==> src/rtl/tx_msg_formatter.sv <==
`default_nettype none
//==============================================================================
// Module   : tx_msg_formatter
// Function : Formats an ASCII status line for a UART transmitter:
//            "current state:<mode label>  rate:<digits><terminator>".
//            The rate is converted to BCD by a serial double-dabble.
//            Optional macro TX_MSG_CRLF_EN selects a CR+LF terminator
//            (default: LF only).
// Revision : 1.0 - initial release
//==============================================================================
module tx_msg_formatter #(
    parameter int RATE_W      = 8,
    parameter int RATE_DIGITS = 3
) (
    input  logic              clk,
    input  logic              reset,
    input  logic              iTX_START_CONTROL,
    input  logic              iTX_INITIAL,
    input  logic              iTX_NORMAL,
    input  logic [RATE_W-1:0] iRATE,
    input  logic              iFINISH,
    input  logic              iReady,
    output logic [7:0]        oTX_DATA,
    output logic              oValid,
    output logic              oBusy,
    output logic              oMsgDone
);

`ifdef TX_MSG_CRLF_EN
    localparam int c_TERM_LEN = 2;
`else
    localparam int c_TERM_LEN = 1;
`endif
    localparam int c_MSG_LEN = 33 + RATE_DIGITS + c_TERM_LEN;
    localparam int c_IDX_W   = $clog2(c_MSG_LEN + 1);
    localparam int c_BCD_W   = 4 * RATE_DIGITS;
    localparam int c_CNT_W   = $clog2(RATE_W + 1);
    localparam int c_CMP_W   = (RATE_W > 17) ? RATE_W : 17;
    localparam int c_MAX_RATE = (10 ** RATE_DIGITS) - 1;

    localparam logic [c_IDX_W-1:0] c_LAST_IDX = c_IDX_W'(c_MSG_LEN - 1);
    localparam logic [c_CNT_W-1:0] c_CONV_END = c_CNT_W'(RATE_W - 1);

    localparam logic [1:0] c_MODE_NORMAL  = 2'd0;
    localparam logic [1:0] c_MODE_INITIAL = 2'd1;
    localparam logic [1:0] c_MODE_CONTROL = 2'd2;

    // Constant text fragments (message ROM)
    localparam logic [111:0] c_HEAD       = "current state:";
    localparam logic [55:0]  c_MID        = "  rate:";
    localparam logic [95:0]  c_LBL_CTRL   = "rate control";
    localparam logic [95:0]  c_LBL_INIT   = "initial     ";
    localparam logic [95:0]  c_LBL_NORMAL = "normal      ";

    typedef enum logic [1:0] {
        ST_IDLE = 2'd0,
        ST_CONV = 2'd1,
        ST_SEND = 2'd2
    } state_t;

    state_t              r_state;
    logic [1:0]          r_mode;
    logic [RATE_W-1:0]   r_rate;
    logic [RATE_W-1:0]   r_bin;
    logic [c_BCD_W-1:0]  r_bcd;
    logic [c_CNT_W-1:0]  r_cnt;
    logic [c_IDX_W-1:0]  r_idx;
    logic [7:0]          r_data;
    logic                r_valid;
    logic                r_busy;
    logic                r_done;

    logic                w_anyMode;
    logic [1:0]          w_reqMode;
    logic                w_sat;
    logic [c_BCD_W-1:0]  w_adj;
    logic [c_IDX_W-1:0]  w_nextIdx;
    logic [7:0]          w_nextByte;

    // Byte of the message at a given index
    function automatic logic [7:0] msgByte(
        input logic [c_IDX_W-1:0] idx,
        input logic [1:0]         mode,
        input logic [c_BCD_W-1:0] bcd,
        input logic               sat
    );
        int          i;
        int          dig;
        logic [95:0] lbl;
        logic [7:0]  b;
        i   = int'(idx);
        dig = 0;
        b   = 8'hFF;
        case (mode)
            c_MODE_CONTROL: lbl = c_LBL_CTRL;
            c_MODE_INITIAL: lbl = c_LBL_INIT;
            default:        lbl = c_LBL_NORMAL;
        endcase
        if (i < 14) begin
            b = c_HEAD[8*(13-i) +: 8];
        end else if (i < 26) begin
            b = lbl[8*(25-i) +: 8];
        end else if (i < 33) begin
            b = c_MID[8*(32-i) +: 8];
        end else if (i < 33 + RATE_DIGITS) begin
            dig = RATE_DIGITS - 1 - (i - 33);
            b   = sat ? 8'h39 : {4'h3, bcd[4*dig +: 4]};
`ifdef TX_MSG_CRLF_EN
        end else if (i == 33 + RATE_DIGITS) begin
            b = 8'h0D;
        end else begin
            b = 8'h0A;
        end
`else
        end else begin
            b = 8'h0A;
        end
`endif
        return b;
    endfunction

    // Mode request priority: rate control > initial > normal
    assign w_anyMode = iTX_START_CONTROL | iTX_INITIAL | iTX_NORMAL;
    assign w_reqMode = iTX_START_CONTROL ? c_MODE_CONTROL :
                       iTX_INITIAL       ? c_MODE_INITIAL : c_MODE_NORMAL;

    // Rates that do not fit in the digit field display as all nines
    assign w_sat = ({{(c_CMP_W-RATE_W){1'b0}}, r_rate} > c_CMP_W'(c_MAX_RATE));

    // Double-dabble add-3 correction of every BCD digit
    always_comb begin
        w_adj = r_bcd;
        for (int d = 0; d < RATE_DIGITS; d++) begin
            if (r_bcd[4*d +: 4] >= 4'd5) begin
                w_adj[4*d +: 4] = r_bcd[4*d +: 4] + 4'd3;
            end
        end
    end

    // Byte to present after the current one is accepted (byte 0 when entering SEND)
    always_comb begin
        w_nextIdx  = (r_state == ST_SEND) ? (r_idx + 1'b1) : '0;
        w_nextByte = msgByte(w_nextIdx, r_mode, r_bcd, w_sat);
    end

    // Message sequencer: latch request, convert rate, stream bytes
    always_ff @(posedge clk or posedge reset) begin
        if (reset) begin
            r_state <= ST_IDLE;
            r_mode  <= c_MODE_NORMAL;
            r_rate  <= '0;
            r_bin   <= '0;
            r_bcd   <= '0;
            r_cnt   <= '0;
            r_idx   <= '0;
            r_data  <= 8'hFF;
            r_valid <= 1'b0;
            r_busy  <= 1'b0;
            r_done  <= 1'b0;
        end else begin
            r_done <= 1'b0;
            if (iFINISH) begin
                r_state <= ST_IDLE;
                r_idx   <= '0;
                r_data  <= 8'hFF;
                r_valid <= 1'b0;
                r_busy  <= 1'b0;
            end else begin
                case (r_state)
                    ST_IDLE: begin
                        r_data  <= 8'hFF;
                        r_valid <= 1'b0;
                        if (w_anyMode) begin
                            r_mode  <= w_reqMode;
                            r_rate  <= iRATE;
                            r_bin   <= iRATE;
                            r_bcd   <= '0;
                            r_cnt   <= '0;
                            r_idx   <= '0;
                            r_busy  <= 1'b1;
                            r_state <= ST_CONV;
                        end
                    end
                    ST_CONV: begin
                        r_bcd <= {w_adj[c_BCD_W-2:0], r_bin[RATE_W-1]};
                        r_bin <= r_bin << 1;
                        r_cnt <= r_cnt + 1'b1;
                        if (r_cnt == c_CONV_END) begin
                            r_data  <= w_nextByte;
                            r_valid <= 1'b1;
                            r_state <= ST_SEND;
                        end
                    end
                    ST_SEND: begin
                        if (iReady) begin
                            if (r_idx == c_LAST_IDX) begin
                                r_idx   <= '0;
                                r_data  <= 8'hFF;
                                r_valid <= 1'b0;
                                r_busy  <= 1'b0;
                                r_done  <= 1'b1;
                                r_state <= ST_IDLE;
                            end else begin
                                r_idx  <= w_nextIdx;
                                r_data <= w_nextByte;
                            end
                        end
                    end
                    default: begin
                        r_state <= ST_IDLE;
                        r_data  <= 8'hFF;
                        r_valid <= 1'b0;
                        r_busy  <= 1'b0;
                    end
                endcase
            end
        end
    end

    assign oTX_DATA = r_data;
    assign oValid   = r_valid;
    assign oBusy    = r_busy;
    assign oMsgDone = r_done;

endmodule
`default_nettype wire

==> config.mk <==
export PLATFORM = sky130hd
export DESIGN_NAME = tx_msg_formatter
export DESIGN_NICKNAME = d
export VERILOG_FILES = /design/src/rtl/tx_msg_formatter.sv
export SDC_FILE = /design/constraint.sdc
export NUM_CORES = 1
export LEC_CHECK = 0
export ABC_AREA = 1
export CAP_MARGIN = 20
export CORE_ASPECT_RATIO = 1.5
export CORE_MARGIN = 5
export CORE_UTILIZATION = 42
export CTS_CLUSTER_SIZE = 20
export DETAILED_ROUTE_END_ITERATION = 7
export PLACE_DENSITY = 0.66
export SYNTH_ARGS = -nofsm -noshare
export SYNTH_HDL_FRONTEND = slang
export SYNTH_SLANG_ARGS = --single-unit
export TNS_END_PERCENT = 1
==> constraint.sdc <==
create_clock -name clk -period 3.59 [get_ports clk]
set_clock_uncertainty 0.2 [all_clocks]
set_input_delay 0.8975 -clock clk [delete_from_list [all_inputs] [get_ports clk]]
set_output_delay 0.8975 -clock clk [all_outputs]
set_load 0.03 [all_outputs]
After elaboration in Yosys (flattened, before gate mapping)
Index checks and enable logic that the tools add are counted.
{"block": "classes", "n_eq_ne": 12, "shift": 4, "n_reduce_logical": 10, "n_mux": 45, "addsub": 10, "bitwise": 3, "n_div": 0, "mul": 0, "order_cmp": 7}
{"cell": "case mux 93 bit (2 select lines)", "n": 1}
{"cell": "indexed part select 112 x 10 -> 8 bit, first input constant", "n": 1}
{"cell": "indexed part select 96 x 10 -> 8 bit", "n": 1}
{"cell": "2-to-1 mux 8 bit", "n": 8}
{"cell": "indexed part select 56 x 10 -> 8 bit, first input constant", "n": 1}
{"cell": "2-to-1 mux 6 bit", "n": 6}
{"cell": "case mux 8 bit (2 select lines)", "n": 2}
{"cell": "case mux 12 bit (2 select lines)", "n": 1}
{"cell": "greater-or-equal comparator 4 x 3 -> 1 bit, second input constant", "n": 3}
{"cell": "< comparator 6 bit, second input constant", "n": 2}
{"cell": "2-to-1 mux 12 bit", "n": 1}
{"cell": "2-to-1 mux 2 bit", "n": 6}
{"cell": "2-to-1 mux 4 bit", "n": 3}
{"cell": "case mux 6 bit (2 select lines)", "n": 1}
{"cell": "AND reduction 3 bit", "n": 4}
{"cell": "indexed part select 12 x 10 -> 4 bit", "n": 1}
{"cell": "2-to-1 mux 1 bit", "n": 11}
{"cell": "inequality test 3 bit, second input constant", "n": 3}
{"cell": "adder 4 x 2 -> 4 bit, second input constant", "n": 2}
{"cell": "case mux 4 bit (2 select lines)", "n": 1}
{"cell": "AND reduction 4 bit", "n": 2}
{"cell": "subtractor 3 x 7 -> 8 bit, first input constant", "n": 1}
{"cell": "subtractor 4 x 6 -> 7 bit, first input constant", "n": 1}
{"cell": "subtractor 5 x 6 -> 7 bit, first input constant", "n": 1}
{"cell": "23 further kinds", "n": 27}
{"block": "word_totals", "mem_bits_rw": 0, "mem_count": 0, "output_inout_bits": 11, "mem_bits_ro": 0, "latch_bits": 0, "input_bits": 15, "wordCells": 101, "ff_bits": 45}

Longest topological paths before layout
{"block": "logic_depth", "ltp_word": 13, "depth_mapped": 21, "depth_no_buf": 19}

Worst setup path after synthesis
Ideal clock, no wire load.
{"block": "synth_timing", "path_type": "register to register", "start": "register r_idx[0]", "end": "register r_data[4], in the netlist oTX_DATA[4]", "setup_slack_ns": 0.505, "path_stages_with_launch": 19, "synth_period_minus_slack_ns": 3.085, "t_arrival_ns": 2.812, "required_time_ns": 3.317, "n_path_buf": 2, "setup_time_ns": 0.073, "cell_sequence": "dfrtp_1 buf_4 inv_1 ha_1 nand2_1 clkbuf_1 ha_1 inv_1 nor2_1 nand3_1 nand2_1 nand2_1 a21oi_1 nand2_1 nand2_1 a21oi_1 nand2_1 o211ai_1 a21oi_1"}
{"block": "synth_via", "elab_chain_cells": 11, "word_cells_on_any_way": 22, "classes_between": "add/sub: 4; order compare: 4; eq/ne: 1; shift: 3; mux: 10"}
{"element": "start, declared", "line": "67", "text": "logic [c_IDX_W-1:0] r_idx;"}
{"element": "start signal, assigned", "line": "204", "text": "r_idx <= w_nextIdx;"}
{"element": "adder 6 x 1 -> 6 bit", "line": "142", "text": "w_nextIdx = (r_state == ST_SEND) ? (r_idx + 1'b1) : '0;"}
{"element": "2-to-1 mux 6 bit", "line": "142"}
{"element": "subtractor 6 x 6 -> 7 bit / < comparator 6 bit (equally long branches)", "line": "104, 105"}
{"element": "indexed part select 56 x 10 -> 8 bit / 2-to-1 mux 6 bit (equally long branches)", "line": "104, 105"}
{"element": "2-to-1 mux 8 bit", "line": "103", "text": "end else if (i < 33) begin"}
{"element": "2-to-1 mux 8 bit", "line": "101", "text": "end else if (i < 26) begin"}
{"element": "2-to-1 mux 8 bit", "line": "99", "text": "if (i < 14) begin"}
{"element": "2-to-1 mux 8 bit", "line": "196", "text": "if (r_idx == c_LAST_IDX) begin"}
{"element": "2-to-1 mux 8 bit", "line": "195", "text": "if (iReady) begin"}
{"element": "case mux 8 bit (2 select lines) *", "line": "169", "text": "case (r_state)"}
{"element": "2-to-1 mux 8 bit *", "line": "162", "text": "if (iFINISH) begin"}
{"element": "end signal, assigned", "line": "189", "text": "r_data <= w_nextByte;"}
{"element": "end signal, assigned", "line": "205", "text": "r_data <= w_nextByte;"}
{"element": "end, declared", "line": "68", "text": "logic [7:0] r_data;"}
Every way passes the cells marked *; elsewhere a longest branch is shown, timed or not. The select of a mux whose other input is x is not followed.
A chain may end at the register's enable or synchronous reset.

Worst setup path after layout
Ends and elaborated chain as after synthesis.

==> flow_metrics.py <==
metrics = {
    "detailed_routing": {
        "initialDrtViolationCount": 149,
        "postRouteWirelength_mm": 9.88,
        "drt_pass1_iterations": 7,
        "vias_per_cell": 5.40,
        "routedWlPerCell_um": 14.8,
        "vias": 3594,
        "antenna_left": 0,
        "detail_route.drc_violations": 0,
    },
    "sta": {
        "max_slew.worst_pin.slew_ps": 918,
        "final-setup-viol-count": 0,
        "achievable-frequency_mhz": 323,
        "slew_headroom": 0.384,
        "layout_worst_path_cycle_share": 0.863,
        "post-route-min-period_ps": 3100,
        "number_of_hold_violations_in_the_final_report": 0,
        "rsz_0062_raised_after_global_routing": "no",
        "fin_setup_tns_ps": 0,
        "slew_viol_final": 0,
    },
    "synth": {
        "synth_area_leaders": "dfrtp_1 25%, nand2_1 14%, ha_1 7.9%",
        "synth_enable_flop_cells": 0,
        "syn_inst": 526,
        "synthArstFlopShare": 1.00,
        "netlist_top_cells_count": "134 x nand2_1, 67 x inv_1, 41 x nor2_1, 37 x dfrtp_1, 36 x o21ai_0",
        "yosysMostFrequentCell": "nand2_1",
        "synthesis.yosys.warnings": 0,
        "postSynthRegisterBits": 45,
        "syn_nets": 564,
        "synth.largest_area_cell": "dfrtp_1",
        "synth-seq-area-share": 0.310,
        "yosys.area.top_type_share": 0.253,
        "postSynth.topFlopCell": "dfrtp_1",
        "syn-mean-instance-area_um2": 6.96,
        "yosysUniqueCellTypes": 40,
        "synthesis.area_mm2": 0.00366,
    },
    "global_route": {
        "number_of_antenna_violations_at_the_first_check_in_global_routing": 0,
        "grt.total_usage": 0.191,
        "overflow": 0,
        "first_global_vias": 3713,
        "grt_max_degree": 28,
        "grt_pass1_wl_mm": 16.7,
    },
    "hold_path": {
        "min_path_type": "reg2reg",
    },
    "setup_path": {
        "critical_path.cell_chain": "ha_1 > or2_2 > nand3_1 > ha_1 > inv_1 > nor2_1 > nand3_1 > nand2_1 > nand2_1 > a21oi_1 > nand2_1 > nand2_1 > a21oi_1 > nand2_1 > o211ai_1 > a21oi_1",
        "regToRegSetupSlack_ps": 490,
        "timing.critical_path.to_type": "flop",
        "cp-start-kind": "flop",
        "timing.critical_path.fanout_max": 6,
        "worst_ep_arrival_time_ps": 3120,
        "worst_ep_required_time_ps": 3610,
        "path_common_cell": "nand2_1",
        "cp_slowest_cell": "dfrtp_1",
        "path_class": "reg2reg",
        "largest_stage_delay_on_the_critical_path_ps": 430,
    },
    "placement": {
        "io_buffer_count": 25,
        "finalWeightedCongestion": 0.933,
        "place.detailed.hpwl_mm": 7.71,
    },
    "final_layout": {
        "final_stage_net_count": 596,
        "fraction_of_final_layout_cells_sized_beyond_drive_strength_1": 0.111,
        "antenna_diode_count": 0,
        "n_fill_cell": 881,
        "flow.area_growth_from_synthesis_pct": 16.7,
    },
    "clock_tree": {
        "clockRootBuffer": "clkbuf_16",
        "cts_hold_repair.buffers": 0,
        "worst_setup_hold_path_clk_slew_ps": 60,
        "postCtsSetupRepairBufs": 0,
        "htreeDepth": 2,
        "tritoncts_clock_tree": "yes",
        "clock_sink_count": 45,
        "cts_repair_resize_count": 0,
        "clkLatencyLatePin_ps": 290,
        "cts_buffers": 5,
        "cts-root-to-sink-buffers": 2,
    },
    "run": {
        "cap_viol_max_count": 0,
    },
    "floorplanning": {
        "die_area_mm2": 0.0107,
        "die_y_um": 124,
        "die_width_um": 86.2,
        "initial_utilization": 0.433,
        "floorplan.io_pins": 26,
        "core_area_mm2": 0.00846,
        "fp-row-count": 41,
    },
    "outcome": {
        "run_status": "finished, final reports clean",
    },
    "power_and_ir_drop": {
        "p_leak_nw": 1.90,
        "power_per_cell_area_mw_per_mm2": 618,
        "totalPowerFinal_mw": 2.64,
        "ir_worst_vdd_uv": 437,
    },
}
[through the flow]
stage	hold slack (ps)	utilization	worst slack, ps	std cells	area [um^2]
6_report	282	0.505	492	666	4270
5_1_grt	314	0.505	255	666	4270
4_1_cts	291	0.505	514	666	4270
3_5_place_dp	277	0.482	480	658	4080
3_3_place_gp	267	0.482	482	658	4080
2_1_floorplan	254	-	505	526	3660
[cell families (layout without fill, tap and decap cells)]
logic type               Yosys count  count (layout)  share of synthesized area
XOR/XNOR                          11              11                     0.0304
flip-flops                        45              45                      0.310
adder cells (fa/ha/maj)           23              23                     0.0786
AO/OA/AOI/OAI                    118             118                      0.184
buffers and inverters             90             123                     0.0967
AND/OR/NAND/NOR                  239             239                      0.300
[layer usage]
| layer | vias to the layer above | routed length [um] | GRT usage |
|---|---|---|---|
| met5 | - | 0 | 0 |
| met4 | 0 | 536 | 0.112 |
| met3 | 46 | 399 | 0.0304 |
| met2 | 105 | 5110 | 0.344 |
| met1 | 1651 | 3840 | 0.203 |
| li1 | 1792 | - | - |
[power by group]
group	total, mW	leakage [nW]	internal (mW)	switching, mW
registers	0.772	0.571	0.680	0.0912
logic	1.27	1.23	0.449	0.818
clock network	0.602	0.0944	0.401	0.200
total	2.64	1.90	1.53	1.11
[final cells by class]
| class | instances | area, um^2 | share of cell area |
|---|---|---|---|
| clock buffers | 5 | 125 | 0.0293 |
| clock inverters | 3 | 68.8 | 0.0161 |
| inverters | 77 | 292 | 0.0682 |
| multi-input cells | 391 | 2170 | 0.508 |
| flip-flops and latches | 45 | 1140 | 0.266 |
| well taps | 107 | 134 | 0.0313 |
| repair buffers | 38 | 348 | 0.0814 |
[worst paths after layout]
path                               start          end  depth (start not counted)
worst max register to register  r_idx[0]  oTX_DATA[4]                         16
max in group asynchronous          reset     r_bcd[2]                          3
worst min-delay path            r_bin[7]     r_bcd[0]                          2
min in group asynchronous          reset     r_bin[5]                          2
worst min register to register  r_bin[7]     r_bcd[0]                          2
worst max-delay path            r_idx[0]  oTX_DATA[4]                         16
[worst max-delay path, delay by kind of cell, from the launching register on]
kind / cells / cell delay [ps]
simple gates: 9 / 1270
fa+ha+maj: 2 / 540
compound gates: 4 / 500
flops: 1 / 430
buf+inv: 1 / 90
[cells in the final DEF (no fill, tap or decap), types with 13 or more instances in the layout]
cell | synthesis | final
nand3_1 | 27 | 27
dfrtp_1 | 37 | 37
nand2_1 | 134 | 134
buf_4 | 2 | 13
clkdlybuf4s50_1 | 0 | 25
a21oi_1 | 33 | 33
ha_1 | 23 | 23
nor2_1 | 41 | 41
o22ai_1 | 16 | 16
o21ai_0 | 36 | 36
inv_1 | 67 | 66
[sequential cells by signal (all words and copies together) (netlist names)]
| name | flops |
|---|---|
| oBusy | 1 |
| oMsgDone | 1 |
| oTX_DATA | 8 |
| oValid | 1 |
| r_bcd | 12 |
| r_bin | 8 |
| r_cnt | 4 |
| r_idx | 6 |
| r_mode | 2 |
| r_state | 2 |
No activity file was read; power rests on OpenSTA's default activity.
